<file path="config.mk">
export PLATFORM = sky130hd
export DESIGN_NAME = ama_riscv_mem_arbiter_flat
export DESIGN_NICKNAME = d
export VERILOG_FILES = /design/src/rtl/ama_riscv_mem_arbiter_if.sv /design/src/rtl/ama_riscv_mem_arbiter.sv /design/src/flat_wrapper.sv
export SDC_FILE = /design/constraint.sdc
export NUM_CORES = 1
export LEC_CHECK = 0
export BUFFER_PORTS_ARGS = -buffer_cell sky130_fd_sc_hd__buf_4
export CAP_MARGIN = 5
export CORE_ASPECT_RATIO = 1.2
export CORE_UTILIZATION = 25
export DETAILED_ROUTE_END_ITERATION = 8
export GPL_TIMING_DRIVEN = 0
export PLACE_DENSITY_LB_ADDON = 0.05
export SKIP_LAST_GASP = 1
export SYNTH_ARGS = -nofsm -noshare
export SYNTH_HDL_FRONTEND = slang
export SYNTH_SLANG_ARGS = --single-unit
</file>
<file path="constraint.sdc">
create_clock -name clk -period 2.9 [get_ports clk]
set_input_delay 0.435 -clock clk [delete_from_list [all_inputs] [get_ports clk]]
set_output_delay 0.435 -clock clk [all_outputs]
set_load 0.005 [all_outputs]
</file>
<file path="src/rtl/ama_riscv_mem_arbiter_if.sv">
// Bundle of the two requester ports and the shared memory port around ama_riscv_mem_arbiter.
// The slave modport is the arbiter's view; master is the fetch/LSU/memory environment.
interface ama_riscv_mem_arbiter_if #(
    parameter int ADDR_W = 32
);
    // Every channel is valid/ready: a transfer happens in a cycle where both are high;
    // the sender holds its fields stable while valid is high and ready is low.
    logic              imem_req_valid;
    logic              imem_req_ready;
    logic [ADDR_W-1:0] imem_req_addr;
    logic              imem_rsp_valid;
    logic              imem_rsp_ready;
    logic [31:0]       imem_rsp_data;

    logic              dmem_req_valid;
    logic              dmem_req_ready;
    logic [ADDR_W-1:0] dmem_req_addr;
    logic              dmem_req_we;
    logic [31:0]       dmem_req_wdata;
    logic [3:0]        dmem_req_wmask;
    logic              dmem_rsp_valid;
    logic              dmem_rsp_ready;
    logic [31:0]       dmem_rsp_data;

    logic              mem_req_valid;
    logic              mem_req_ready;
    logic [ADDR_W-1:0] mem_req_addr;
    logic              mem_req_we;
    logic [31:0]       mem_req_wdata;
    logic [3:0]        mem_req_wmask;
    logic              mem_rsp_valid;
    logic              mem_rsp_ready;
    logic [31:0]       mem_rsp_data;

    modport slave (
        input  imem_req_valid, imem_req_addr, imem_rsp_ready,
        output imem_req_ready, imem_rsp_valid, imem_rsp_data,
        input  dmem_req_valid, dmem_req_addr, dmem_req_we, dmem_req_wdata, dmem_req_wmask,
        input  dmem_rsp_ready,
        output dmem_req_ready, dmem_rsp_valid, dmem_rsp_data,
        output mem_req_valid, mem_req_addr, mem_req_we, mem_req_wdata, mem_req_wmask,
        output mem_rsp_ready,
        input  mem_req_ready, mem_rsp_valid, mem_rsp_data
    );

    modport master (
        output imem_req_valid, imem_req_addr, imem_rsp_ready,
        input  imem_req_ready, imem_rsp_valid, imem_rsp_data,
        output dmem_req_valid, dmem_req_addr, dmem_req_we, dmem_req_wdata, dmem_req_wmask,
        output dmem_rsp_ready,
        input  dmem_req_ready, dmem_rsp_valid, dmem_rsp_data,
        input  mem_req_valid, mem_req_addr, mem_req_we, mem_req_wdata, mem_req_wmask,
        input  mem_rsp_ready,
        output mem_req_ready, mem_rsp_valid, mem_rsp_data
    );
endinterface

</file>
<file path="src/rtl/ama_riscv_mem_arbiter.sv">
// Shares one memory port between fetch (imem) and load/store (dmem): dmem-priority arbitration
// with an imem starvation limit, a one-entry request hold stage, and tag-FIFO response routing.
module ama_riscv_mem_arbiter #(
    parameter int ADDR_W     = 32,
    parameter int MAX_OUT    = 2,
    parameter int STARVE_LIM = 4
) (
    input  logic                         clk,
    input  logic                         rst,
    ama_riscv_mem_arbiter_if.slave       bus,
    output logic [$clog2(MAX_OUT+1)-1:0] outstanding,
    output logic                         proto_err
);
    localparam int OUT_W = $clog2(MAX_OUT + 1);
    localparam int PTR_W = (MAX_OUT > 1) ? $clog2(MAX_OUT) : 1;
    localparam int SC_W  = $clog2(STARVE_LIM + 1);

    logic              hold_valid;
    logic [ADDR_W-1:0] hold_addr;
    logic              hold_we;
    logic [31:0]       hold_wdata;
    logic [3:0]        hold_wmask;

    logic [OUT_W-1:0]  outstanding_q;
    logic [SC_W-1:0]   starve_cnt;
    logic              proto_err_q;

    logic              tag_mem [MAX_OUT];
    logic [PTR_W-1:0]  wr_ptr;
    logic [PTR_W-1:0]  rd_ptr;

    logic load_en, read_ok, starve_hit, dmem_wins, imem_wins;
    logic imem_grant, dmem_grant, read_load, fifo_empty, head_tag, rsp_hs;

    // Read gate uses the registered count, so no path runs from mem_rsp to *_req_ready.
    assign load_en    = !hold_valid || bus.mem_req_ready;
    assign read_ok    = outstanding_q < OUT_W'(MAX_OUT);
    assign starve_hit = bus.imem_req_valid && (starve_cnt == SC_W'(STARVE_LIM));
    assign dmem_wins  = bus.dmem_req_valid && !starve_hit;
    assign imem_wins  = bus.imem_req_valid && !dmem_wins;
    assign dmem_grant = !rst && dmem_wins && load_en && (bus.dmem_req_we || read_ok);
    assign imem_grant = !rst && imem_wins && load_en && read_ok;
    assign read_load  = imem_grant || (dmem_grant && !bus.dmem_req_we);

    assign bus.imem_req_ready = imem_grant;
    assign bus.dmem_req_ready = dmem_grant;

    assign bus.mem_req_valid  = hold_valid;
    assign bus.mem_req_addr   = hold_addr;
    assign bus.mem_req_we     = hold_we;
    assign bus.mem_req_wdata  = hold_wdata;
    assign bus.mem_req_wmask  = hold_wmask;

    always_ff @(posedge clk) begin
        if (rst) begin
            hold_valid <= 1'b0;
            hold_addr  <= '0;
            hold_we    <= 1'b0;
            hold_wdata <= '0;
            hold_wmask <= '0;
        end else if (load_en) begin
            hold_valid <= imem_grant || dmem_grant;
            if (dmem_grant) begin
                hold_addr  <= bus.dmem_req_addr;
                hold_we    <= bus.dmem_req_we;
                hold_wdata <= bus.dmem_req_wdata;
                hold_wmask <= bus.dmem_req_wmask;
            end else if (imem_grant) begin
                hold_addr  <= bus.imem_req_addr;
                hold_we    <= 1'b0;
                hold_wdata <= '0;
                hold_wmask <= '0;
            end
        end
    end

    // The counter only ever runs while imem is waiting; it saturates because dmem loses at the limit.
    always_ff @(posedge clk) begin
        if (rst || !bus.imem_req_valid || imem_grant) begin
            starve_cnt <= '0;
        end else if (dmem_grant) begin
            starve_cnt <= starve_cnt + 1'b1;
        end
    end

    // Every read in the hold stage or in flight owns one FIFO entry, so the count doubles as occupancy.
    assign fifo_empty = (outstanding_q == '0);
    assign head_tag   = tag_mem[rd_ptr];
    assign rsp_hs     = bus.mem_rsp_valid && bus.mem_rsp_ready && !fifo_empty;

    always_ff @(posedge clk) begin
        if (rst) begin
            outstanding_q <= '0;
            wr_ptr        <= '0;
            rd_ptr        <= '0;
            proto_err_q   <= 1'b0;
        end else begin
            if (read_load && !rsp_hs) begin
                outstanding_q <= outstanding_q + 1'b1;
            end else if (!read_load && rsp_hs) begin
                outstanding_q <= outstanding_q - 1'b1;
            end
            if (read_load) begin
                wr_ptr <= (wr_ptr == PTR_W'(MAX_OUT - 1)) ? '0 : wr_ptr + 1'b1;
            end
            if (rsp_hs) begin
                rd_ptr <= (rd_ptr == PTR_W'(MAX_OUT - 1)) ? '0 : rd_ptr + 1'b1;
            end
            if (bus.mem_rsp_valid && fifo_empty) begin
                proto_err_q <= 1'b1;
            end
        end
    end

    always_ff @(posedge clk) begin
        if (!rst && read_load) begin
            tag_mem[wr_ptr] <= dmem_grant;
        end
    end

    // An unexpected response is swallowed so the memory side never stalls on it.
    always_comb begin
        bus.imem_rsp_valid = 1'b0;
        bus.dmem_rsp_valid = 1'b0;
        bus.mem_rsp_ready  = 1'b1;
        bus.imem_rsp_data  = bus.mem_rsp_data;
        bus.dmem_rsp_data  = bus.mem_rsp_data;
        if (!rst && !fifo_empty) begin
            if (head_tag) begin
                bus.dmem_rsp_valid = bus.mem_rsp_valid;
                bus.mem_rsp_ready  = bus.dmem_rsp_ready;
            end else begin
                bus.imem_rsp_valid = bus.mem_rsp_valid;
                bus.mem_rsp_ready  = bus.imem_rsp_ready;
            end
        end
    end

    assign outstanding = outstanding_q;
    assign proto_err   = proto_err_q;
endmodule

</file>
<file path="src/flat_wrapper.sv">
// flat-port wrapper written by rule: the top's interface ports become plain ports
module ama_riscv_mem_arbiter_flat 
#(
    parameter int ADDR_W     = 32,
    parameter int MAX_OUT    = 2,
    parameter int STARVE_LIM = 4
)
  (clk, rst, outstanding, proto_err, bus_imem_req_valid, bus_imem_req_addr, bus_imem_rsp_ready, bus_imem_req_ready, bus_imem_rsp_valid, bus_imem_rsp_data, bus_dmem_req_valid, bus_dmem_req_addr, bus_dmem_req_we, bus_dmem_req_wdata, bus_dmem_req_wmask, bus_dmem_rsp_ready, bus_dmem_req_ready, bus_dmem_rsp_valid, bus_dmem_rsp_data, bus_mem_req_valid, bus_mem_req_addr, bus_mem_req_we, bus_mem_req_wdata, bus_mem_req_wmask, bus_mem_rsp_ready, bus_mem_req_ready, bus_mem_rsp_valid, bus_mem_rsp_data);
  ama_riscv_mem_arbiter_if #(.ADDR_W(ADDR_W)) bus_i ();
  input  logic clk;
  input  logic rst;
  output logic [$clog2(MAX_OUT+1)-1:0] outstanding;
  output logic proto_err;
  input wire logic [$bits(bus_i.imem_req_valid)-1:0] bus_imem_req_valid;
  input wire logic [$bits(bus_i.imem_req_addr)-1:0] bus_imem_req_addr;
  input wire logic [$bits(bus_i.imem_rsp_ready)-1:0] bus_imem_rsp_ready;
  output wire logic [$bits(bus_i.imem_req_ready)-1:0] bus_imem_req_ready;
  output wire logic [$bits(bus_i.imem_rsp_valid)-1:0] bus_imem_rsp_valid;
  output wire logic [$bits(bus_i.imem_rsp_data)-1:0] bus_imem_rsp_data;
  input wire logic [$bits(bus_i.dmem_req_valid)-1:0] bus_dmem_req_valid;
  input wire logic [$bits(bus_i.dmem_req_addr)-1:0] bus_dmem_req_addr;
  input wire logic [$bits(bus_i.dmem_req_we)-1:0] bus_dmem_req_we;
  input wire logic [$bits(bus_i.dmem_req_wdata)-1:0] bus_dmem_req_wdata;
  input wire logic [$bits(bus_i.dmem_req_wmask)-1:0] bus_dmem_req_wmask;
  input wire logic [$bits(bus_i.dmem_rsp_ready)-1:0] bus_dmem_rsp_ready;
  output wire logic [$bits(bus_i.dmem_req_ready)-1:0] bus_dmem_req_ready;
  output wire logic [$bits(bus_i.dmem_rsp_valid)-1:0] bus_dmem_rsp_valid;
  output wire logic [$bits(bus_i.dmem_rsp_data)-1:0] bus_dmem_rsp_data;
  output wire logic [$bits(bus_i.mem_req_valid)-1:0] bus_mem_req_valid;
  output wire logic [$bits(bus_i.mem_req_addr)-1:0] bus_mem_req_addr;
  output wire logic [$bits(bus_i.mem_req_we)-1:0] bus_mem_req_we;
  output wire logic [$bits(bus_i.mem_req_wdata)-1:0] bus_mem_req_wdata;
  output wire logic [$bits(bus_i.mem_req_wmask)-1:0] bus_mem_req_wmask;
  output wire logic [$bits(bus_i.mem_rsp_ready)-1:0] bus_mem_rsp_ready;
  input wire logic [$bits(bus_i.mem_req_ready)-1:0] bus_mem_req_ready;
  input wire logic [$bits(bus_i.mem_rsp_valid)-1:0] bus_mem_rsp_valid;
  input wire logic [$bits(bus_i.mem_rsp_data)-1:0] bus_mem_rsp_data;
  assign bus_i.imem_req_valid = bus_imem_req_valid;
  assign bus_i.imem_req_addr = bus_imem_req_addr;
  assign bus_i.imem_rsp_ready = bus_imem_rsp_ready;
  assign bus_imem_req_ready = bus_i.imem_req_ready;
  assign bus_imem_rsp_valid = bus_i.imem_rsp_valid;
  assign bus_imem_rsp_data = bus_i.imem_rsp_data;
  assign bus_i.dmem_req_valid = bus_dmem_req_valid;
  assign bus_i.dmem_req_addr = bus_dmem_req_addr;
  assign bus_i.dmem_req_we = bus_dmem_req_we;
  assign bus_i.dmem_req_wdata = bus_dmem_req_wdata;
  assign bus_i.dmem_req_wmask = bus_dmem_req_wmask;
  assign bus_i.dmem_rsp_ready = bus_dmem_rsp_ready;
  assign bus_dmem_req_ready = bus_i.dmem_req_ready;
  assign bus_dmem_rsp_valid = bus_i.dmem_rsp_valid;
  assign bus_dmem_rsp_data = bus_i.dmem_rsp_data;
  assign bus_mem_req_valid = bus_i.mem_req_valid;
  assign bus_mem_req_addr = bus_i.mem_req_addr;
  assign bus_mem_req_we = bus_i.mem_req_we;
  assign bus_mem_req_wdata = bus_i.mem_req_wdata;
  assign bus_mem_req_wmask = bus_i.mem_req_wmask;
  assign bus_mem_rsp_ready = bus_i.mem_rsp_ready;
  assign bus_i.mem_req_ready = bus_mem_req_ready;
  assign bus_i.mem_rsp_valid = bus_mem_rsp_valid;
  assign bus_i.mem_rsp_data = bus_mem_rsp_data;
  ama_riscv_mem_arbiter #(.ADDR_W(ADDR_W), .MAX_OUT(MAX_OUT), .STARVE_LIM(STARVE_LIM)) u_core (.clk(clk), .rst(rst), .bus(bus_i), .outstanding(outstanding), .proto_err(proto_err));
endmodule
</file>
==> results of run 1 <==
==> cells by family after synthesis <==
| family | Yosys count | synth area share, % |
|---|---|---|
| mux | 3 | 0.731 |
| buf+inv | 118 | 18.4 |
| fa+ha+maj | 3 | 0.914 |
| simple gates | 100 | 12.7 |
| xor+xnor | 2 | 0.426 |
| compound gates | 191 | 26.8 |
| flops | 81 | 40.0 |
==> path summary, 6_finish.rpt <==
path,startpoint,endpoint
hold / removal,bus_mem_rsp_valid,u_core.proto_err$_SDFFE_PP0P_
setup / recovery,u_core.starve_cnt[0]$_SDFFE_PP0N_,bus_dmem_req_ready
hold reg to reg,u_core.bus.mem_req_wdata[20]$_SDFFE_PP0P_,u_core.bus.mem_req_wdata[20]$_SDFFE_PP0P_
setup reg to reg,u_core.starve_cnt[0]$_SDFFE_PP0N_,u_core.outstanding[1]$_SDFFE_PP0P_
==> stage by stage <==
stage / std cells / hold slack, ns
after floorplan: 498 / 0.446
after global placement: 955 / 0.460
after detailed placement: 955 / 0.468
after CTS: 971 / 0.321
after global routing: 971 / 0.344
final: 971 / 0.333
==> Yosys cell counts (all sizes together) <==
| library cell | n |
|---|---|
| o22a | 1 |
| clkbuf | 20 |
| or3 | 2 |
| dfxtp | 79 |
| o211ai | 1 |
| ha | 3 |
| inv | 6 |
| mux2i | 3 |
| and2 | 1 |
| o22ai | 1 |
| nand3 | 73 |
| o311ai | 1 |
| nor2b | 1 |
| nand2 | 4 |
| nor3b | 1 |
| a21oi | 77 |
| nor2 | 9 |
| xor2 | 2 |
| a311oi | 32 |
| o31ai | 1 |
| nor3 | 3 |
| a21boi | 1 |
| nand2b | 2 |
| or4 | 1 |
| edfxtp | 2 |
| buf | 92 |
| and3 | 3 |
| a21o | 1 |
| o21ai | 75 |
==> layer usage <==
layer  share of wire (%)  vias to the layer above  track usage (%)
met5                   0                        -                0
met4                 1.3                        0             6.00
li1                    -                     2277                -
met1                  42                     2121             21.9
met3                 7.9                       13             4.53
met2                  48                      202             28.3
==> tightest hold or removal path: stages <==
cell	delay, ns
buf_4	0.08
a21oi_1	0.05
nor2_1	0.07
==> cell usage in the layout, fill, tap and decap left out, drive strengths merged, types with 3 or more instances in the layout <==
master | Yosys | final
a311oi | 32 | 32
nor3 | 3 | 3
nand3 | 73 | 73
mux2i | 3 | 3
nand2 | 4 | 4
nor2 | 9 | 9
a21oi | 77 | 77
ha | 3 | 3
inv | 6 | 6
o21ai | 75 | 75
buf | 92 | 341
clkbuf | 20 | 34
dfxtp | 79 | 79
and3 | 3 | 3
==> area by class of cell <==
type,count,area (um2)
buffer,112,734
clock buffer,14,265
clock inverter,2,60.1
fill,1634,9260
inverter,6,22.5
multi-input combinational,299,1710
sequential,81,1640
tap,208,260
timing repair buffer,249,1870
==> power breakdown <==
part	total, mW	internal [mW]	switching [mW]
clock network	1.27	0.809	0.457
registers	1.31	1.24	0.0725
logic	1.05	0.543	0.511
total	3.63	2.59	1.04
==> state kept, by name, summed over array words and instances, names as in the netlist, 2 cells and up, named ones only <==
name,flops
u_core.starve_cnt,3
u_core.outstanding,2
u_core.bus.mem_req_wmask,4
u_core.bus.mem_req_addr,32
u_core.bus.mem_req_wdata,32
u_core.tag_mem,2
==> results.py, run 1 <==
metrics = {
    "outcome": {
        "outcome": "finished, final reports clean",
    },
    "hold_path": {
        "whs_path_depth": 3,
        "hp-class": "primary input to flip-flop",
    },
    "cells_and_area": {
        "fin_area_um2": 6560,
        "syn2layout_area_growth_pct": 59.7,
        "drive_gt1_share_pct": 47.2,
        "diodes": 0,
        "fin_util_pct": 41.5,
        "fin_nets": 902,
    },
    "floorplan": {
        "start_util_pct": 26.0,
        "ioPinCount": 283,
        "die_y_um": 142,
        "placement_rows": 50,
        "design.die.area_um2": 17000,
        "die_x_um": 119,
        "core_um2": 15800,
    },
    "worst_setup_path": {
        "r2r_setup_slack_ns": 0.80,
        "cp.depth": 7,
        "required_ns": 2.47,
        "cp_cell_sequence": "inv_1 -> ha_1 -> nand3_1 -> nand2_1 -> buf_2 -> nor2_1 -> buf_4",
        "critPathBufInv": 3,
        "r2r_cells": 9,
        "cp_max_fo": 10,
        "critPathTopFamily": "simple AND/OR/NAND/NOR gates",
        "critical_path.slowest_cell": "dfxtp_1",
        "cp-start-kind": "flip-flop",
        "crit_type": "flip-flop to primary output",
        "crit_arrival_ns": 1.99,
        "slowest_delay_ns": 0.34,
        "crit_path_end_kind": "primary output",
    },
    "sta": {
        "rsz0062_at_grt": "no",
        "hold_violations": 0,
        "finalSetupViolations": 0,
        "tightestPinTransition_ns": 0.717,
        "finalCritPeriodShare_pct": 83.7,
        "relSlewSlack_pct": 51.6,
        "fmax_mhz": 412,
        "finalWorstSetupSlack_ns": 0.474,
        "fin_worst_skew_ns": 0.00783,
        "tns_ns": 0,
        "maxSlewViolCount": 0,
        "fin_crit_ns": 2.43,
    },
    "clock_network": {
        "cts_buffer_depth": 2,
        "clk_pin_slew_worst_paths_ns": 0.06,
        "ctsHoldBuffers": 0,
        "post-cts-setup-buffers": 0,
        "cts_buffers": 9,
        "cts_resized": 0,
        "cts_tree": "yes",
        "root_buffer": "clkbuf_16",
        "htree_levels": 3,
        "insertion_delay_ns": 0.34,
        "cts.sinks": 81,
    },
    "synth": {
        "ys_types": 39,
        "seq_area_frac_synth_pct": 40.0,
        "synth_area_per_cell_um2": 8.25,
        "yosysTopAreaCell": "dfxtp_1",
        "synth.area.top_cells": "dfxtp_1 38%, buf_4 13%, a21oi_1 9.4%",
        "syn-num-nets": 642,
        "ys_warn_count": 0,
        "ys_ff_latch": 81,
        "yosysTopAreaCellShare_pct": 38.5,
        "netlist_area_um2": 4110,
        "synthCells": 498,
    },
    "placement": {
        "dp_hpwl_um": 11500,
        "placed_cell_area_um2": 6240,
        "pre_cts_slack_ns": 0.657,
        "port_buffers": 249,
        "place_congestion": 0.753,
    },
    "routing": {
        "via_per_inst": 4.75,
        "dr_total_vias": 4613,
        "firstDrtPassIters": 4,
        "wl_um": 15100,
        "route.detailed.drc": 0,
        "wl_per_cell_um": 15.5,
        "ant_nets": 0,
        "drt_iter0_drc": 227,
    },
    "global_routing": {
        "grt_pass1_vias": 4389,
        "grt_use_total_pct": 17.3,
        "grt_max_degree": 14,
        "grt_pass1_wl_um": 23200,
        "overflow": 0,
        "antenna_found_initial": 0,
    },
    "power": {
        "cellLeakagePower_nw": 2.91,
        "power.total_mw": 3.63,
        "powerDensity_nw_per_um2": 553,
        "peakVddDrop_mv": 0.204,
    },
    "run": {
        "max_cap_violations": 0,
    },
}
Note: power is estimated with default switching activity, not from simulation.
==> run 2: changes to the inputs <==
clock period = 2.1 ns   (was 2.9 ns; I/O delays follow)
==> run 2 against run 1 <==
Effect of this change: via count is 0.20% higher; clock skew grew 0.00069 ns; global-route usage stayed put; clock power up 38%; sequential power increased by 38%; register-to-register slack worse by 0.69 ns; combinational power up 41%; non-clock buffer count down 1; highest routed layer unchanged; routed wire length grew 0.26%; count of clock-buffer cells in the layout stayed put; first-iteration DRC count rose by 6.6%.
==> results.py, run 2 (synthesis results as in run 1) <==
metrics = {
    "clock_network": {
        "clk_pin_slew_worst_paths_ns": 0.06,
        "cts_buffers": 9,
        "ctsHoldBuffers": 0,
        "cts_buffer_depth": 2,
        "cts_tree": "yes",
        "insertion_delay_ns": 0.35,
        "htree_levels": 3,
        "cts.sinks": 81,
        "root_buffer": "clkbuf_16",
    },
    "floorplan": {
        "die_x_um": 119,
        "start_util_pct": 26.0,
        "design.die.area_um2": 17000,
        "ioPinCount": 283,
        "placement_rows": 50,
        "die_y_um": 142,
        "core_um2": 15800,
    },
    "routing": {
        "ant_nets": 0,
        "wl_um": 15100,
        "via_per_inst": 4.76,
        "firstDrtPassIters": 5,
        "route.detailed.drc": 0,
        "dr_total_vias": 4622,
        "drt_iter0_drc": 242,
        "wl_per_cell_um": 15.6,
    },
    "sta": {
        "tns_ns": 0,
        "finalSetupViolations": 0,
        "rsz0062_at_grt": "no",
        "maxSlewViolCount": 0,
        "finalCritPeriodShare_pct": 94.8,
        "fin_worst_skew_ns": 0.00851,
        "fin_crit_ns": 1.99,
        "hold_violations": 0,
        "relSlewSlack_pct": 51.6,
        "hold_slack_ns": 0.211,
        "fmax_mhz": 502,
        "tightestPinTransition_ns": 0.717,
    },
    "placement": {
        "dp_hpwl_um": 11500,
        "place_congestion": 0.753,
        "placedCellCount": 955,
        "port_buffers": 249,
    },
    "worst_setup_path": {
        "crit_arrival_ns": 2.26,
        "cp-start-kind": "flip-flop",
        "required_ns": 2.37,
        "crit_type": "flip-flop to flip-flop",
        "cp_max_fo": 4,
        "crit_path_end_kind": "flip-flop",
    },
    "cells_and_area": {
        "syn2layout_area_growth_pct": 60.9,
        "drive_gt1_share_pct": 48.2,
        "diodes": 0,
        "layout.cells.non_filler": 970,
        "mostFrequentLayoutCell": "buf_4",
        "final_cell_mix": "320 x buf_4, 79 x dfxtp_1, 77 x a21oi_1, 71 x nand3_1, 50 x o21ai_0",
        "fin_util_pct": 41.8,
        "fin_nets": 901,
    },
    "run": {
        "max_cap_violations": 0,
    },
    "global_routing": {
        "grt_max_degree": 20,
        "overflow": 0,
        "antenna_found_initial": 0,
        "grt_pass1_wl_um": 23200,
        "grt_pass1_vias": 4390,
        "grt_use_total_pct": 17.3,
    },
    "power": {
        "powerDensity_nw_per_um2": 762,
        "power.total_mw": 5.04,
        "cellLeakagePower_nw": 2.91,
        "peakVddDrop_mv": 0.283,
    },
    "hold_path": {
        "hp-class": "primary input to flip-flop",
    },
    "outcome": {
        "outcome": "finished, final reports clean",
    },
}
run 2: per-layer routing:
metal	routed length, um	share of wire, %	GRT usage [%]	vias to the layer above
li1	-	-	-	2269
met2	7340	49	28.4	221
met3	1290	8.5	4.49	13
met1	6270	42	21.8	2119
met4	196	1.3	6.00	0
met5	0	0	0	-
run 2: layout make-up:
type / instances / area (um2)
Timing Repair Buffer: 250 / 1880
Inverter: 6 / 22.5
Fill cell: 1629 / 9220
Clock inverter: 2 / 60.1
Multi-Input combinational cell: 299 / 1760
Tap cell: 208 / 260
Sequential cell: 81 / 1640
Buffer: 110 / 726
Clock buffer: 14 / 265
run 2: worst paths after layout:
check | start | endpoint | slack, ns | cells after the start
setup / recovery | u_core.starve_cnt[0]$_SDFFE_PP0N_ | u_core.outstanding[1]$_SDFFE_PP0P_ | 0.11 | 10
hold / removal | bus_mem_rsp_valid | u_core.proto_err$_SDFFE_PP0P_ | 0.21 | 3
setup reg to reg | u_core.starve_cnt[0]$_SDFFE_PP0N_ | u_core.outstanding[1]$_SDFFE_PP0P_ | 0.11 | 10
hold reg to reg | u_core.bus.mem_req_wdata[20]$_SDFFE_PP0P_ | u_core.bus.mem_req_wdata[20]$_SDFFE_PP0P_ | 0.48 | 2
run 2: worst max-delay path, stage by stage, from the launching register on:
cell	delay [ns]
dfxtp_1	0.32
inv_1	0.08
ha_2	0.20
and3_4	0.23
nor3_1	0.05
o21ai_1	0.18
inv_1	0.10
ha_4	0.16
xor2_1	0.14
or3_1	0.31
a21oi_1	0.14
run 2: repair_timing:
action,in CTS,in global routing
gates resized for setup,4,7
setup buffers,1,0
gates cloned,0,0
setup endpoints to repair,3,4
pin swaps,1,1
run 2: power by group:
part	internal, mW	switching [mW]	total, mW
clock network	1.12	0.631	1.75
registers	1.71	0.101	1.81
logic	0.763	0.716	1.48
total	3.59	1.45	5.04
run 2: metrics by stage:
stage,setup WS [ns],area (um2)
floorplan,0.174,4110
global placement,0.00285,6240
detailed placement,-0.0184,6240
CTS,-0.0359,6580
global route,0.00918,6610
finish,0.109,6610
